**src/rtl/sevenseg_scan_driver_if.sv**
```systemverilog
// Bus between design logic and the seven-segment scan driver.
//   value       : hex digits, digit i = value[4i+3:4i], digit 0 rightmost
//   dp          : decimal point request per digit, 1 = lit
//   load        : 1-cycle strobe, capture value/dp into the pending buffer
//   blank_lz    : 1 = blank leading zero digits
//   brightness  : duty, 0 = dark, 1..14 = n/16, 15 = always on
//   display_sel : digit enables, active-low, one-cold or all-1
//   display     : segments {dp,g,f,e,d,c,b,a}, active-low
//   frame_tick  : 1-cycle pulse in the cycle the scan wraps to digit 0
// master = design logic side, slave = driver side.
interface sevenseg_scan_driver_if #(
    parameter int NUM_DIGITS = 4
);
    logic [4*NUM_DIGITS-1:0] value;
    logic [NUM_DIGITS-1:0]   dp;
    logic                    load;
    logic                    blank_lz;
    logic [3:0]              brightness;
    logic [NUM_DIGITS-1:0]   display_sel;
    logic [7:0]              display;
    logic                    frame_tick;

    modport master (
        output value, dp, load, blank_lz, brightness,
        input  display_sel, display, frame_tick
    );
    modport slave (
        input  value, dp, load, blank_lz, brightness,
        output display_sel, display, frame_tick
    );
endinterface

```
**src/rtl/sevenseg_scan_driver.sv**
```systemverilog
// Multiplexed driver for an N-digit common-anode seven-segment display.
// Scans the digits over a shared segment bus with double-buffered data
// (no mixed frames), PWM brightness and optional leading-zero blanking.
//   clk100  : 100 MHz clock, sole clock
//   reset_n : asynchronous active-low reset
//   bus     : sevenseg_scan_driver_if slave (data in, display pins out)
module sevenseg_scan_driver #(
    parameter int NUM_DIGITS  = 4,    // 2..8
    parameter int REFRESH_DIV = 1024  // cycles per digit slot, multiple of 16
) (
    input  logic                   clk100,
    input  logic                   reset_n,
    sevenseg_scan_driver_if.slave  bus
);
    localparam int CNT_W  = $clog2(REFRESH_DIV);
    localparam int IDX_W  = $clog2(NUM_DIGITS);
    localparam int PH_DIV = REFRESH_DIV / 16;

    logic [CNT_W-1:0]        cnt;
    logic [IDX_W-1:0]        idx;
    logic [4*NUM_DIGITS-1:0] pending_val, shadow_val;
    logic [NUM_DIGITS-1:0]   pending_dp, shadow_dp;
    logic                    pending_valid;
    logic [NUM_DIGITS-1:0]   sel_q;
    logic [7:0]              disp_q;
    logic                    tick_q;

    logic cnt_tc, last_idx, wrap, tick_d;
    assign cnt_tc   = (cnt == CNT_W'(REFRESH_DIV - 1));
    assign last_idx = (idx == IDX_W'(NUM_DIGITS - 1));
    assign wrap     = cnt_tc && last_idx;
    // Registered pulse that lands on the wrap cycle itself, so a load seen
    // together with frame_tick is a load coinciding with the wrap.
    assign tick_d   = last_idx && (cnt == CNT_W'(REFRESH_DIV - 2));

    function automatic logic [6:0] hex7seg(input logic [3:0] h);
        case (h)
            4'h0: hex7seg = 7'h40;  4'h1: hex7seg = 7'h79;
            4'h2: hex7seg = 7'h24;  4'h3: hex7seg = 7'h30;
            4'h4: hex7seg = 7'h19;  4'h5: hex7seg = 7'h12;
            4'h6: hex7seg = 7'h02;  4'h7: hex7seg = 7'h78;
            4'h8: hex7seg = 7'h00;  4'h9: hex7seg = 7'h10;
            4'hA: hex7seg = 7'h08;  4'hB: hex7seg = 7'h03;
            4'hC: hex7seg = 7'h46;  4'hD: hex7seg = 7'h21;
            4'hE: hex7seg = 7'h06;  default: hex7seg = 7'h0E;
        endcase
    endfunction

    // Next output word, derived from current (cnt, idx, shadow)
    logic [3:0]            digit;
    logic                  dp_bit;
    logic [NUM_DIGITS-1:0] hi_zero;   // digit i and every digit above it are 0
    logic [CNT_W-1:0]      phase;
    logic                  duty_on, blanked;
    logic [NUM_DIGITS-1:0] sel_d;
    logic [7:0]            disp_d;

    always_comb begin
        hi_zero[NUM_DIGITS-1] = (shadow_val[4*(NUM_DIGITS-1) +: 4] == 4'h0);
        for (int i = NUM_DIGITS - 2; i >= 0; i--)
            hi_zero[i] = hi_zero[i+1] && (shadow_val[4*i +: 4] == 4'h0);
    end

    always_comb begin
        digit   = shadow_val[4*idx +: 4];
        dp_bit  = shadow_dp[idx];
        phase   = cnt / CNT_W'(PH_DIV);
        // cnt == 0 is a dark guard cycle between digits against ghosting
        duty_on = ((bus.brightness == 4'hF) || (phase < CNT_W'(bus.brightness)))
                  && (cnt != '0);
        blanked = bus.blank_lz && (idx != '0) && hi_zero[idx];
        sel_d   = '1;
        disp_d  = 8'hFF;
        if (duty_on) begin
            if (!blanked) begin
                sel_d  = ~(NUM_DIGITS'(1) << idx);
                disp_d = {~dp_bit, hex7seg(digit)};
            end else if (dp_bit) begin
                // blanked digit keeps its decimal point
                sel_d  = ~(NUM_DIGITS'(1) << idx);
                disp_d = 8'h7F;
            end
        end
    end

    always_ff @(posedge clk100 or negedge reset_n) begin
        if (!reset_n) begin
            cnt           <= '0;
            idx           <= '0;
            pending_val   <= '0;
            pending_dp    <= '0;
            pending_valid <= 1'b0;
            shadow_val    <= '0;
            shadow_dp     <= '0;
            sel_q         <= '1;
            disp_q        <= 8'hFF;
            tick_q        <= 1'b0;
        end else begin
            cnt <= cnt_tc ? '0 : cnt + 1'b1;
            if (cnt_tc)
                idx <= last_idx ? '0 : idx + 1'b1;

            // On a load/wrap collision the old pending goes to shadow and
            // the new data waits in pending for the following frame.
            if (wrap && pending_valid) begin
                shadow_val    <= pending_val;
                shadow_dp     <= pending_dp;
                pending_valid <= 1'b0;
            end
            if (bus.load) begin
                pending_val   <= bus.value;
                pending_dp    <= bus.dp;
                pending_valid <= 1'b1;
            end

            sel_q  <= sel_d;
            disp_q <= disp_d;
            tick_q <= tick_d;
        end
    end

    assign bus.display_sel = sel_q;
    assign bus.display     = disp_q;
    assign bus.frame_tick  = tick_q;
endmodule

```
**src/flat_wrapper.sv**
```systemverilog
// flat-port wrapper written by rule: the top's interface ports become plain ports
module sevenseg_scan_driver_flat 
#(
    parameter int NUM_DIGITS  = 4,           
    parameter int REFRESH_DIV = 1024                                          
)
  (clk100, reset_n, bus_value, bus_dp, bus_load, bus_blank_lz, bus_brightness, bus_display_sel, bus_display, bus_frame_tick);
  sevenseg_scan_driver_if #(.NUM_DIGITS(NUM_DIGITS)) bus_i ();
  input  logic clk100;
  input  logic reset_n;
  input wire logic [$bits(bus_i.value)-1:0] bus_value;
  input wire logic [$bits(bus_i.dp)-1:0] bus_dp;
  input wire logic [$bits(bus_i.load)-1:0] bus_load;
  input wire logic [$bits(bus_i.blank_lz)-1:0] bus_blank_lz;
  input wire logic [$bits(bus_i.brightness)-1:0] bus_brightness;
  output wire logic [$bits(bus_i.display_sel)-1:0] bus_display_sel;
  output wire logic [$bits(bus_i.display)-1:0] bus_display;
  output wire logic [$bits(bus_i.frame_tick)-1:0] bus_frame_tick;
  assign bus_i.value = bus_value;
  assign bus_i.dp = bus_dp;
  assign bus_i.load = bus_load;
  assign bus_i.blank_lz = bus_blank_lz;
  assign bus_i.brightness = bus_brightness;
  assign bus_display_sel = bus_i.display_sel;
  assign bus_display = bus_i.display;
  assign bus_frame_tick = bus_i.frame_tick;
  sevenseg_scan_driver #(.NUM_DIGITS(NUM_DIGITS), .REFRESH_DIV(REFRESH_DIV)) u_core (.clk100(clk100), .reset_n(reset_n), .bus(bus_i));
endmodule
```
**config.mk**
```make
export PLATFORM = sky130hd
export DESIGN_NAME = sevenseg_scan_driver_flat
export DESIGN_NICKNAME = d
export VERILOG_FILES = /design/src/rtl/sevenseg_scan_driver_if.sv /design/src/rtl/sevenseg_scan_driver.sv /design/src/flat_wrapper.sv
export SDC_FILE = /design/constraint.sdc
export NUM_CORES = 1
export LEC_CHECK = 0
export CELL_PAD_IN_SITES_DETAIL_PLACEMENT = 0
export CELL_PAD_IN_SITES_GLOBAL_PLACEMENT = 2
export CORE_UTILIZATION = 39
export DETAILED_ROUTE_END_ITERATION = 12
export DONT_BUFFER_PORTS = 1
export GPL_TIMING_DRIVEN = 0
export PLACE_DENSITY = 0.8
export SLEW_MARGIN = 20
export SYNTH_ARGS = -nofsm -noshare
export SYNTH_HDL_FRONTEND = slang
export SYNTH_SLANG_ARGS = --single-unit
```
**constraint.sdc**
```tcl
create_clock -name clk100 -period 2.3 [get_ports clk100]
set_input_delay 0.46 -clock clk100 [delete_from_list [all_inputs] [get_ports clk100]]
set_output_delay 0.46 -clock clk100 [all_outputs]
set_load 0.02 [all_outputs]
```
[Yosys cells after proc, flatten, opt, wreduce, memory -nomap -nowiden]
Memories as Yosys holds them, arrays and structs flattened.
Index checks and enable logic that the tools add are counted.
Cells by class
  add/subtract/negate cells: 2
  $lt $le $gt $ge: 2
  equal/unequal tests: 4
  shifts and indexed selects: 2
  mux-type cells: 14
  bitwise gates (word level): 2
  reduce and logical (&&, ||, !) cells: 17
Operator list (count)
  $mux 8: 3
  $eq 10x10->1 const B: 2
  $logic_not 4->1: 4
  $shiftx 16x5->4: 1
  $mux 4: 3
  $add 10x1->10 const B: 1
  $mux 10: 1
  $reduce_bool 10->1: 1
  $logic_and 1x1->1: 9
  $bmux 1 s2: 2
  $eq 4x4->1 const B: 1
  $lt 4x4->1: 1
  $mux 1: 4
  $not 4->4: 1
  $reduce_bool 2->1: 2
  $shl 1x2->4 const A: 1
  $lt 2x3->1 const B: 1
  $add 2x1->2 const B: 1
  $eq 2x2->1 const B: 1
  $mux 2: 1
  $logic_or 1x1->1: 1
  $not 1->1: 1
Word-level totals
  flip-flop bits (word level): 66
  ROM bits: 112
  output and inout bits: 13
  memories: 1
Memory list
  (no name shown): depth 16, bits a word 7, rd ports 1, clocked after memory_dff 0, wr ports 0, line sevenseg_scan_driver.sv:37  | case (h)

[Depth between registers and ports, before layout]
  depth in word-level cells: 9
  depth in mapped cells: 8

[Least setup slack after synthesis]
Ideal clock, no wire load.
  path kind: register to register
  start: register u_core.idx[0]
  end: register u_core.disp_q[0], in the netlist u_core.bus.display[0]
  arrival: 2017 ps
  required time: 2189 ps
  slack: 172 ps
  stages on the path, launching flop included: 9
  path buffers: 1
  clock period less this slack: 2128 ps
  path through: dfrtp_1 buf_6 mux4_1 inv_1 ha_1 inv_1 nand4_1 nand4_1 o311ai_0
On the way
  cells in the longest elaborated chain, start to end: 5
  elaborated cells between the ends (all ways): 9
  classes of those cells: 1 x shift; 4 x mux; 3 x reduce/logical; 1 x memory
Ends and longest elaborated chain
  start, declared: line sevenseg_scan_driver.sv:20  | logic [IDX_W-1:0] idx;
  start signal, assigned: line sevenseg_scan_driver.sv:101  | idx <= last_idx ? '0 : idx + 1'b1;
  branches (longest 3 deep; another with $mem_v2 16x7)
  $mux 8 (*): line sevenseg_scan_driver.sv:75  | if (!blanked) begin
  $mux 8 (*): line sevenseg_scan_driver.sv:74  | if (duty_on) begin
  named net u_core.disp_d[0]: line sevenseg_scan_driver.sv:56  | logic [7:0] disp_d;
  end signal, assigned: line sevenseg_scan_driver.sv:117  | disp_q <= disp_d;
  end, declared: line sevenseg_scan_driver.sv:25  | logic [7:0] disp_q;
Mark *: on every way through the listed nets, which the timed path passes. The select of a mux whose other input is x is not followed.
A chain may end at the register's enable or synchronous reset.

[Worst setup path in the final report]
Ends and elaborated chain as after synthesis.

==> impl_metrics.toml <==
[outcome]
status = "finished clean"

[cells_and_area]
final_util_pct = 46.65
finalInstanceArea_sq_um = 3661
antenna_cells = 0
nets = 318
drive_gt1_share_pct = 33.09
syn2layout_area_growth_pct = 13.41
final_common_cell = "dfrtp_1"
final_cell_mix = "dfrtp_1, mux2_2, ha_1, nor2_1, nand3_1"

[timing]
skew_ps = 6.323
slew_headroom_pct = 62.88
post-route-period-util_pct = 95.37
slew_violations = 0
setup_viol = 0
layout_setup_ws_ps = 106.6
hold_violations = 0
period_minus_slack_ps = 2193
worst_pin_slew_ps = 556.8
holdWs_ps = 259.5
fmax_mhz = 455.9

[synth]
synth.area.top_cells = "dfrtp_1, mux2_2, dfstp_2"
ys_async_sr_fraction_pct = 100.0
synthCells = 257
avgSynthCellArea_sq_um = 12.56
syn-num-nets = 302
synth_seq_cells = 66
ys_warn_count = 0
syn-cell-area_sq_um = 3228
yosysTopAreaCell = "dfrtp_1"
synth.top_cell.area_share_pct = 41.86
yosysUniqueCellTypes = 46
synthFlopType = "dfrtp_1"
synth_seq_area_share_pct = 51.63
synth_edf_count = 0

[power_and_ir_drop]
ir_drop_mv = 0.4472
p_per_area_nw_per_um2 = 655.8
p_leak_nw = 1.595
p_total_w = 0.002401

[die]
io_pins = 41
placementRows = 32
die_w_um = 92.98
dieArea_sq_um = 8645
core_sq_um = 7848
die_h_um = 92.98
start_util_pct = 41.14

[placement]
portBuffers = 0
place_congestion = 0.7681
pre_cts_slack_ps = -287.0
dp_hpwl_um = 4199
place_area_sq_um = 3356

[route]
drc = 0
drt_iter0_drc = 79
dr_total_vias = 2007
finalWirelength_um = 6055
firstDrtPassIters = 4
drtAntennaViolNets = 0
vias_per_cell = 5.282
routedWlPerCell_um = 15.93

[grt]
grt_pass1_wl_um = 10020
grt_overflow = 0
grt_pass1_vias = 2014
antenna_found_initial = 0
track_usage_pct = 15.28
grt_max_degree = 67

[cts]
cts.reportedPaths.clkPinSlew_ps = 70
clock_latency_ps = 340
numClockSinks = 66
cts-buffers-inserted = 9
root_buffer = "clkbuf_8"
cts_tree = "done"
h-tree-depth = 3
clockBufferDepth = 2

[critical_path]
crit_family = "multiplexers"
startpoint_type = "register"
slowest_delay_ps = 600
crit_type = "register to register"
slowest_stage = "mux4_2"
crit_path_cell_trace = "buf_6, mux4_2, inv_2, ha_4, inv_1, nand4_1, nand4_1, o311ai_2"
critical_path_buf_inv_count = 3
cp_common_cell = "nand4_1"
cp_max_fo = 8
endpoint_kind = "register"
crit_required_ps = 2540
cp_data_arrival_time_ps = 2430

[hold_path]
hold_path.class = "input port to register"

[job]
maxCapViolations = 0
## registers in the layout (all words and copies together), names as in the netlist
signal / count
u_core.bus.display: 8
u_core.bus.display_sel: 4
u_core.bus.frame_tick: 1
u_core.cnt: 10
u_core.idx: 2
u_core.pending_dp: 4
u_core.pending_val: 16
u_core.pending_valid: 1
u_core.shadow_dp: 4
u_core.shadow_val: 16
## repair_timing
item	4_1_cts	5_1_grt
buffers inserted	0	3
endpoints found under the hold margin	66	0
hold buffers	2	0
setup endpoints to repair	1	1
resized for setup	5	4
## layout make-up
cell class                 count  area [sq um]
buffer                        12         70.07
clock buffer                  10         137.6
clock inverter                 6         90.09
fill                         751          4187
inverter                      10         37.54
multi-input combinational    169          1471
sequential                    66          1667
tap                          102         127.6
timing repair buffer           5         60.06
## through the flow
stage	setup TNS, ps	cells
after floorplan	0	257
after global placement	-267.7	359
after detailed placement	-287.0	359
after CTS	0	377
after global routing	-0.7294	380
final	0	380
## synth_stat cells (2+ instances only)
master	instances
nand4_1	6
clkbuf_1	4
ha_1	17
dfrtp_1	54
mux2i_1	4
mux4_1	3
nand2_1	12
nor3_1	3
and4_1	3
dfstp_2	12
xor2_1	5
o21ai_0	4
mux2_2	43
o211ai_1	2
xnor2_1	2
a211o_1	3
nor4_1	4
buf_6	2
o2111ai_1	3
nand3_1	14
nor3b_1	2
buf_2	6
nand3b_1	4
inv_1	10
nor2_1	14
## routing by layer
| layer | track usage, % | share of wire, % |
|---|---|---|
| met1 | 20.88 | 49 |
| met5 | 0 | 0 |
| met3 | 5.285 | 5.5 |
| met2 | 22.49 | 44 |
| met4 | 5.385 | 1.3 |
## worst reg2reg max path: cells and delay by family, from the launching register on
family / cells / cell delay, ps
simple gates: 2 / 210
compound gates: 1 / 330
fa+ha+maj: 1 / 180
mux: 1 / 600
flops: 1 / 390
buf+inv: 3 / 380
## kinds of logic after synthesis
family	Yosys count	share of synthesized area, %
xor+xnor	7	1.899
buf+inv	22	3.256
simple gates	71	11.82
flops	66	51.63
mux	51	19.38
fa+ha+maj	17	6.589
compound gates	23	5.427
## power breakdown
group	switching [W]	leakage, nW	internal [W]
clock	0.000450	0.112	0.000641
sequential	0.0000232	0.814	0.00120
combinational	0.0000417	0.668	0.0000426
total	0.000515	1.59	0.00189
## final timing paths
check,startpoint,endpoint,slack [ps],depth (start not counted)
setup / recovery,u_core.idx[0],u_core.bus.display[0],110,8
hold / removal,bus_value[9],u_core.pending_val[9],260,1
setup reg to reg,u_core.idx[0],u_core.bus.display[0],110,8
hold reg to reg,u_core.pending_valid,u_core.pending_valid,480,1
max in group asynchronous,reset_n,u_core.bus.display[2],1350,2
min in group asynchronous,reset_n,u_core.pending_dp[3],640,2
No activity file was read; power rests on OpenSTA's default activity.
